===== config.mk =====
export PLATFORM = sky130hd
export DESIGN_NAME = rco_event_capture
export DESIGN_NICKNAME = d
export VERILOG_FILES = /design/src/rtl/rco_event_capture_pkg.sv /design/src/rtl/rco_event_capture_evt_fifo.sv /design/src/rtl/rco_event_capture.sv
export SDC_FILE = /design/constraint.sdc
export NUM_CORES = 1
export LEC_CHECK = 0
export BUFFER_PORTS_ARGS = -buffer_cell sky130_fd_sc_hd__buf_2
export CAP_MARGIN = 10
export CORE_MARGIN = 2
export CORE_UTILIZATION = 28
export CTS_CLUSTER_DIAMETER = 80
export DETAILED_ROUTE_END_ITERATION = 12
export GPL_ROUTABILITY_DRIVEN = 0
export PLACE_DENSITY_LB_ADDON = 0.2
export SETUP_SLACK_MARGIN = 0.1
export SLEW_MARGIN = 20
export SYNTH_ARGS = -nofsm -noshare
export SYNTH_HDL_FRONTEND = slang
export SYNTH_HIERARCHICAL = 1
export SYNTH_SLANG_ARGS = --single-unit
export TNS_END_PERCENT = 5

===== constraint.sdc =====
create_clock -name clk -period 4.5 [get_ports clk]
set_clock_uncertainty 0.15 [all_clocks]
set_input_delay 0.9 -clock clk [delete_from_list [all_inputs] [get_ports clk]]
set_output_delay 0.9 -clock clk [all_outputs]
set_load 0.05 [all_outputs]

===== src/rtl/rco_event_capture_pkg.sv =====
// Shared constants for the rco/load event monitor.
// Build option: RCO_EVT_TS_EN prepends a free-running timestamp to each record.
package rco_event_capture_pkg;

    localparam logic [1:0] EVT_NONE = 2'b00;
    localparam logic [1:0] EVT_RCO  = 2'b01;
    localparam logic [1:0] EVT_LOAD = 2'b10;
    localparam logic [1:0] EVT_BOTH = 2'b11;

`ifdef RCO_EVT_TS_EN
    localparam bit TS_EN = 1'b1;
`else
    localparam bit TS_EN = 1'b0;
`endif

    // Record width: {ts (optional), type[1:0], hi, q[3:0]}
    function automatic int evt_data_w(input int hi_w, input int ts_w, input bit ts_en);
        return (ts_en ? ts_w : 0) + 2 + hi_w + 4;
    endfunction

endpackage


===== src/rtl/rco_event_capture_evt_fifo.sv =====
// Small synchronous FIFO for event records. A push into a full FIFO is
// accepted when a pop happens on the same edge. While empty, dout keeps
// showing the last record that was popped (zero after reset).
module evt_fifo #(
    parameter int DEPTH  = 4,
    parameter int DATA_W = 14
) (
    input  logic              clk,
    input  logic              reset,
    input  logic              push,
    input  logic              pop,
    input  logic [DATA_W-1:0] din,
    output logic [DATA_W-1:0] dout,
    output logic              full,
    output logic              empty
);

    localparam int AW = $clog2(DEPTH);

    logic [AW:0]       wr_ptr;
    logic [AW:0]       rd_ptr;
    logic [DATA_W-1:0] mem [DEPTH];
    logic [DATA_W-1:0] last_q;
    logic              do_pop;
    logic              do_push;

    assign empty   = (wr_ptr == rd_ptr);
    assign full    = (wr_ptr[AW] != rd_ptr[AW]) && (wr_ptr[AW-1:0] == rd_ptr[AW-1:0]);
    assign do_pop  = pop & ~empty;
    assign do_push = push & (~full | do_pop);
    assign dout    = empty ? last_q : mem[rd_ptr[AW-1:0]];

    // Storage array; contents are don't-care until written, so no reset.
    always_ff @(posedge clk) begin
        if (do_push) begin
            mem[wr_ptr[AW-1:0]] <= din;
        end
    end

    // Pointers carry one extra wrap bit to tell full from empty.
    always_ff @(posedge clk) begin
        if (!reset) begin
            wr_ptr <= '0;
            rd_ptr <= '0;
        end else begin
            if (do_push) wr_ptr <= wr_ptr + (AW+1)'(1);
            if (do_pop)  rd_ptr <= rd_ptr + (AW+1)'(1);
        end
    end

    // Remember the record leaving the head so the output holds it when empty.
    always_ff @(posedge clk) begin
        if (!reset) begin
            last_q <= '0;
        end else if (do_pop) begin
            last_q <= mem[rd_ptr[AW-1:0]];
        end
    end

endmodule


===== src/rtl/rco_event_capture.sv =====
// Monitor for the 4-bit counter: turns rco/load rising edges into tagged
// records {type, hi, q}, extends the count via an rco-driven high counter,
// and queues records toward the consumer. Drops on a full queue are counted.
// Build option: RCO_EVT_TS_EN adds a free-running timestamp as record MSBs.
module rco_event_capture
    import rco_event_capture_pkg::*;
#(
    parameter int HI_W   = 8,
    parameter int DEPTH  = 4,
    parameter int TS_W   = 16,
    localparam int DATA_W = evt_data_w(HI_W, TS_W, TS_EN)
) (
    input  logic              clk,
    input  logic              reset,
    input  logic              mon_en,
    input  logic              load,
    input  logic              rco,
    input  logic [3:0]        Q,
    output logic              ev_valid,
    input  logic              ev_ready,
    output logic [DATA_W-1:0] ev_data,
    output logic [HI_W-1:0]   hi_count,
    output logic              ovf,
    output logic [7:0]        drop_cnt,
    input  logic              clr_ovf
);

    logic              load_q;
    logic              rco_q;
    logic              load_ev;
    logic              rco_ev;
    logic [1:0]        evt_type;
    logic              evt_push;
    logic              evt_pop;
    logic              fifo_full;
    logic              fifo_empty;
    logic              drop;
    logic [DATA_W-1:0] rec;

    assign load_ev  = mon_en & load & ~load_q;
    assign rco_ev   = mon_en & rco & ~rco_q;
    assign evt_push = (evt_type != EVT_NONE);
    assign ev_valid = ~fifo_empty;
    assign evt_pop  = ev_valid & ev_ready;
    assign drop     = evt_push & fifo_full & ~evt_pop;

    // Classify the qualified edges of this cycle.
    always_comb begin
        evt_type = EVT_NONE;
        case ({load_ev, rco_ev})
            2'b01:   evt_type = EVT_RCO;
            2'b10:   evt_type = EVT_LOAD;
            2'b11:   evt_type = EVT_BOTH;
            default: evt_type = EVT_NONE;
        endcase
    end

    // Edge-detect history follows the inputs even while disabled, so
    // re-enabling with rco/load already high does not create an event.
    always_ff @(posedge clk) begin
        if (!reset) begin
            load_q <= 1'b0;
            rco_q  <= 1'b0;
        end else begin
            load_q <= load;
            rco_q  <= rco;
        end
    end

    // High count: load clears (wins over rco), rco increments with natural wrap.
    always_ff @(posedge clk) begin
        if (!reset) begin
            hi_count <= '0;
        end else if (load_ev) begin
            hi_count <= '0;
        end else if (rco_ev) begin
            hi_count <= hi_count + HI_W'(1);
        end
    end

    // Overflow tracking; a drop on the same edge as a clear leaves one drop recorded.
    always_ff @(posedge clk) begin
        if (!reset) begin
            ovf      <= 1'b0;
            drop_cnt <= 8'd0;
        end else if (drop) begin
            ovf <= 1'b1;
            if (clr_ovf) begin
                drop_cnt <= 8'd1;
            end else if (drop_cnt != 8'hFF) begin
                drop_cnt <= drop_cnt + 8'd1;
            end
        end else if (clr_ovf) begin
            ovf      <= 1'b0;
            drop_cnt <= 8'd0;
        end
    end

`ifdef RCO_EVT_TS_EN
    logic [TS_W-1:0] ts_cnt;

    // Free-running timestamp, wraps silently.
    always_ff @(posedge clk) begin
        if (!reset) begin
            ts_cnt <= '0;
        end else begin
            ts_cnt <= ts_cnt + TS_W'(1);
        end
    end

    assign rec = {ts_cnt, evt_type, hi_count, Q};
`else
    assign rec = {evt_type, hi_count, Q};
`endif

    evt_fifo #(
        .DEPTH  (DEPTH),
        .DATA_W (DATA_W)
    ) u_fifo (
        .clk   (clk),
        .reset (reset),
        .push  (evt_push),
        .pop   (evt_pop),
        .din   (rec),
        .dout  (ev_data),
        .full  (fifo_full),
        .empty (fifo_empty)
    );

endmodule

Yosys cells after proc, flatten, opt, wreduce, memory -nomap -nowiden
Memory sizes are Yosys's and may differ from the RTL's. A register that Yosys moved wholly into a read port is not among the register bits.
Cells that the tools add are included.
- input bits: 11
- memory bits (writable): 56
- bits in registers: 39
- memories: 1
- word-level logic and storage cells: 54
- output and inout port bits: 32
- bitwise operators: 16
- $add $sub $neg: 4
- mux-type cells: 12
- reduce and logical (&&, ||, !) cells: 6
- eq/ne operators: 7
- memory list (name ; words ; width ; read ports ; clocked after memory_dff ; wr ports ; line ; text):
    u_fifo.mem ; 4 ; 14 ; 1 ; 1 ; 1 ; rco_event_capture_evt_fifo.sv:22 ; logic [DATA_W-1:0] mem [DEPTH];
- operator list (cell ; count):
    $mux 8 ; 4
    $add 8x1->8 const B ; 2
    $mux 14 ; 1
    $and 1x1->1 ; 9
    $ne 8x8->1 const B ; 1
    $add 3x1->3 const B ; 2
    $not 1->1 ; 6
    $pmux 2 s3 ; 1
    $reduce_bool 2->1 ; 3
    $eq 2x2->1 const B ; 2
    $mux 1 ; 4
    $mux 2 ; 2
    $eq 3x3->1 ; 1
    $eq 2x1->1 const B ; 1
    $eq 2x2->1 ; 1
    $reduce_and 2->1 ; 1
    $reduce_or 2->1 ; 1
    $logic_and 1x1->1 ; 1
    $ne 1x1->1 ; 1
    $or 1x1->1 ; 1

Logic depth before layout (Yosys ltp)
- depth in word-level cells: 9
- gate-level depth with buffers: 10
- depth with buffers taken out: 7

Hierarchy
The synthesis kept the hierarchy.
- by module, submodules not included (module ; sequential area each (µm²) ; area each (µm²) ; cells each ; times used):
    evt_fifo ; 2122.0 ; 3328.2 ; 204 ; 1
    rco_event_capture ; 380.4 ; 934.6 ; 100 ; 1

Worst setup path before layout
Ideal clock, no wire load.
- kind: reg-to-reg
- start: register u_fifo.wr_ptr[1]
- end: memory u_fifo.mem[3][0], enable pin
- cell stages (with the launch flop): 8
- data required time: 3.953 ns
- path buffers: 1
- clock period less this slack: 2.683 ns
- library setup time: 0.397 ns
- arrival time: 2.136 ns
- path slack: 1.817 ns
- cell sequence: dfxtp_1 -> xnor2_2 -> nand3_2 -> buf_6 -> inv_1 -> nor2b_2 -> inv_1 -> a41oi_1
- cells in the longest elaborated chain, start to end: 8
- elaborated cells between the ends (all ways): 11
- those cells by class: 2 x eq/ne; 2 x mux; 6 x bitwise; 1 x reduce/logical
- ends and longest elaborated chain (item ; line ; text):
    from (decl) ; rco_event_capture_evt_fifo.sv:20 ; logic [AW:0] wr_ptr;
    from (signal assigned) ; rco_event_capture_evt_fifo.sv:46 ; if (do_push) wr_ptr <= wr_ptr + (AW+1)'(1);
    $eq 3x3->1 ; rco_event_capture_evt_fifo.sv:27 ; assign empty = (wr_ptr == rd_ptr);
    via fifo_empty ; rco_event_capture.sv:36 ; logic fifo_empty;
    $not 1->1 ; rco_event_capture.sv:43 ; assign ev_valid = ~fifo_empty;
    $and 1x1->1 ; rco_event_capture.sv:44 ; assign evt_pop = ev_valid & ev_ready;
    via evt_pop ; rco_event_capture.sv:34 ; logic evt_pop;
    $and 1x1->1 ; rco_event_capture_evt_fifo.sv:29 ; assign do_pop = pop & ~empty;
    $or 1x1->1 ; rco_event_capture_evt_fifo.sv:30 ; assign do_push = push & (~full | do_pop);
    $and 1x1->1 ; rco_event_capture_evt_fifo.sv:30 ;
    $mux 1 ; rco_event_capture_evt_fifo.sv:35 ; if (do_push) begin
    $mux 1 (implied by the code) ; rco_event_capture_evt_fifo.sv:36 ; mem[wr_ptr[AW-1:0]] <= din;
    to (decl) ; rco_event_capture_evt_fifo.sv:22 ;
The timed path passes the listed nets, and every way through them passes these cells.

==> flow_metrics.env <==
export IMPL_critPathKind="register to primary output"
export IMPL_grt_pass1_vias=2461
export IMPL_synth_area_leaders="edfxtp_1, dfxtp_1, mux4_2"
export IMPL_period_share_pct=77.5
export IMPL_cp_top_family="multiplexers"
export IMPL_p_sw_mw=0.490
export IMPL_grtUsageTotal_pct=11.2
export IMPL_ir_worst_vdd_mv=0.183
export IMPL_nFillCells=1489
export IMPL_synthXorXnorAreaFrac_pct=2.79
export IMPL_drive_gt1_share_pct=26.1
export IMPL_finalCriticalPeriod_ps=3490
export IMPL_internal_power_mw=1.41
export IMPL_syn_inst=304
export IMPL_utilization_pct=32.7
export IMPL_syn_num_nets=322
export IMPL_cts_tree="yes"
export IMPL_syn_area_sq_mm=0.00426
export IMPL_place_port_buffers=42
export IMPL_die_h_um=127
export IMPL_setup_viol=0
export IMPL_htreeDepth=3
export IMPL_synthDistinctLibCells=52
export IMPL_final_antenna_net_count=0
export IMPL_synth_edf_count=56
export IMPL_nets=365
export IMPL_leakage_nw=1.78
export IMPL_powerDensity_mw_per_mm2=387
export IMPL_hold_viol=0
export IMPL_grt_max_degree=51
export IMPL_fp_dieArea_sq_mm=0.0162
export IMPL_holdPathStages=2
export IMPL_total_power_mw=1.90
export IMPL_boundaryPins=43
export IMPL_async_reset_ff_share_pct=0
export IMPL_die_x_um=127
export IMPL_clk_latency_ps=340
export IMPL_synth_most_common_cell="edfxtp_1"
export IMPL_layout_setup_ws_ps=1010
export IMPL_status="complete, no violations"
export IMPL_remaining_drc_errors=0
export IMPL_worstHoldEndpoint="u_fifo/last_q[7]"
export IMPL_diodes=0
export IMPL_drt_iter0_markers=198
export IMPL_coreArea_sq_mm=0.0150
export IMPL_synth_compound_area_share_pct=4.49
export IMPL_wl_um=8580
export IMPL_reg2reg_slack_ps=1240
export IMPL_crit_arrival_ps=2440
export IMPL_gr_total_overflow=0
export IMPL_min_from="u_fifo/last_q[7]"
export IMPL_grt_pass1_wl_um=13700
export IMPL_synth_top_family_by_area="multiplexers"
export IMPL_viasPerCell=4.70
export IMPL_combPwrFrac_pct=12.0
export IMPL_synth_flop_cell="edfxtp_1"
export IMPL_synth_simple_gate_area_share_pct=11.8
export IMPL_ys_top_cells_by_count="edfxtp_1, nand2_1, dfxtp_1"
export IMPL_cts_root_buf="clkbuf_16"
export IMPL_holdBufCountCts=0
export IMPL_end_kind="primary output"
export IMPL_wl_per_cell_um=15.9
export IMPL_area_growth_pct=15.2
export IMPL_postSynthAreaPerCell_sq_um=14.0
export IMPL_ys_ff_latch=97
export IMPL_slowest_stage="dfxtp_1"
export IMPL_clock_fmax_mhz=287
export IMPL_whs_ps=308
export IMPL_place_ws_ps=1230
export IMPL_path_cells="mux4_1, mux2_2, buf_2"
export IMPL_clk_pin_slew_worst_paths_ps=70
export IMPL_hold_class="register to register"
export IMPL_swShare_pct=25.7
export IMPL_required_ps=3450
export IMPL_synth_top_cell_area_share_pct=39.4
export IMPL_postCtsSetupRepairBufs=0
export IMPL_ff2ff_path_depth=7
export IMPL_clock_power_share_pct=36.9
export IMPL_route_vias_total=2539
export IMPL_hpwl_um=5760
export IMPL_seq_power_share_pct=51.0
export IMPL_final_max_slew_viol_count=0
export IMPL_rr_startpoint="u_fifo/wr_ptr[1]"
export IMPL_rows=45
export IMPL_cp_slowest_stage_delay_ps=930
export IMPL_yosysWarningCount=6
export IMPL_max_slew_margin_rel_pct=38.3
export IMPL_worst_path_buf_inv=1
export IMPL_cp_max_fo=14
export IMPL_maxCapViolCount=0
export IMPL_yosysTopAreaCell="edfxtp_1"
export IMPL_yosysSeqAreaShare_pct=58.7
export IMPL_dr_pass1_iters=5
export IMPL_cts_resized=0
export IMPL_antenna_found_initial=0
export IMPL_tightest_slew_ps=925
export IMPL_rsz0062_at_grt="false"
export IMPL_initial_core_util_pct=28.4
export IMPL_tns_ps=0
export IMPL_r2r_end="u_fifo/mem[0][1]"
export IMPL_synthAdderAreaFrac_pct=2.05
export IMPL_cts_sinks=97
export IMPL_startpoint_type="register"
export IMPL_synth_mux_area_share_pct=17.3
export IMPL_cts_buffers=9
export IMPL_clockBufferDepth=2
## area by class of cell
type	count	area, sq um	share of cell area, %
Sequential cell	97	2500	50.9
Multi-Input combinational cell	187	1650	33.6
Tap cell	188	235	4.79
Timing Repair Buffer	44	225	4.58
Inverter	8	30.0	0.611
Clock inverter	4	32.5	0.662
Clock buffer	12	236	4.81
## state kept, by name, indices dropped and copies added (netlist names), named ones only
| signal | count |
|---|---|
| u_fifo/wr_ptr | 3 |
| ovf | 1 |
| u_fifo/mem | 56 |
| load_q | 1 |
| u_fifo/last_q | 14 |
| drop_cnt | 8 |
| u_fifo/rd_ptr | 3 |
| hi_count | 8 |
| rco_q | 1 |
## cell usage in the layout (no fill, tap or decap), drive strengths merged, types with 2 or more instances in the layout
cell type  instances
a211oi             3
a21oi              3
a31oi              4
a41oi              4
and2               7
and3               4
buf               44
clkbuf            12
clkinv             2
clkinvlp           2
dfxtp             41
edfxtp            56
ha                 7
inv                8
mux2              14
mux2i             21
mux4              14
nand2             43
nand2b             7
nand3              4
nand3b             2
nand4              7
nor2              11
nor2b              3
nor3               2
nor4b              3
o21ai              2
xnor2              4
xor2               7
## worst max path at each step
stage	from	endpoint	slack (ps)	cells after the start
floorplan	u_fifo/wr_ptr[1]	u_fifo/mem[3][0]	1820	7
global placement	u_fifo/wr_ptr[1]	u_fifo/mem[0][11]	1270	7
detailed placement	u_fifo/wr_ptr[1]	u_fifo/mem[0][11]	1230	7
CTS	register	ev_data[13]	910	3
global route	register	ev_data[2]	830	3
finish	register	ev_data[13]	1010	3
## worst reg2reg max path, delay by kind of cell (launching register included)
family          cells  cell delay, ps
simple gates        3            1420
compound gates      1             400
buf+inv             2             300
xor+xnor            1             170
flops               1             440
## through the flow
| step | instance area [sq um] | cells |
|---|---|---|
| 6_report | 4910 | 540 |
| 2_1_floorplan | 4260 | 304 |
| 5_1_grt | 4910 | 540 |
| 3_3_place_gp | 4640 | 524 |
| 3_5_place_dp | 4640 | 524 |
| 4_1_cts | 4910 | 540 |
## kinds of logic after synthesis
family	Yosys count
buffers and inverters	20
AND/OR/NAND/NOR	96
AO/OA/AOI/OAI	24
flip-flops	97
XOR/XNOR	11
multiplexers	49
adder cells (fa/ha/maj)	7
## power groups by stage
stage / combinational (mW) / sequential, mW / clock (mW)
after detailed placement: 0.231 / 0.992 / 0
final: 0.229 / 0.971 / 0.702
after CTS: 0.232 / 0.972 / 0.728
after global placement: 0.230 / 0.991 / 0
after floorplan: 0.189 / 0.986 / 0
after global routing: 0.248 / 0.974 / 0.762
## routing by layer
| layer | track usage, % | wire, um | vias to the layer above |
|---|---|---|---|
| met1 | 15.6 | 4150 | 1261 |
| li1 | - | - | 1224 |
| met5 | 0 | 0 | - |
| met2 | 17.0 | 3950 | 44 |
| met3 | 1.88 | 316 | 10 |
| met4 | 5.88 | 157 | 0 |
No activity file was read; power rests on OpenSTA's default activity.
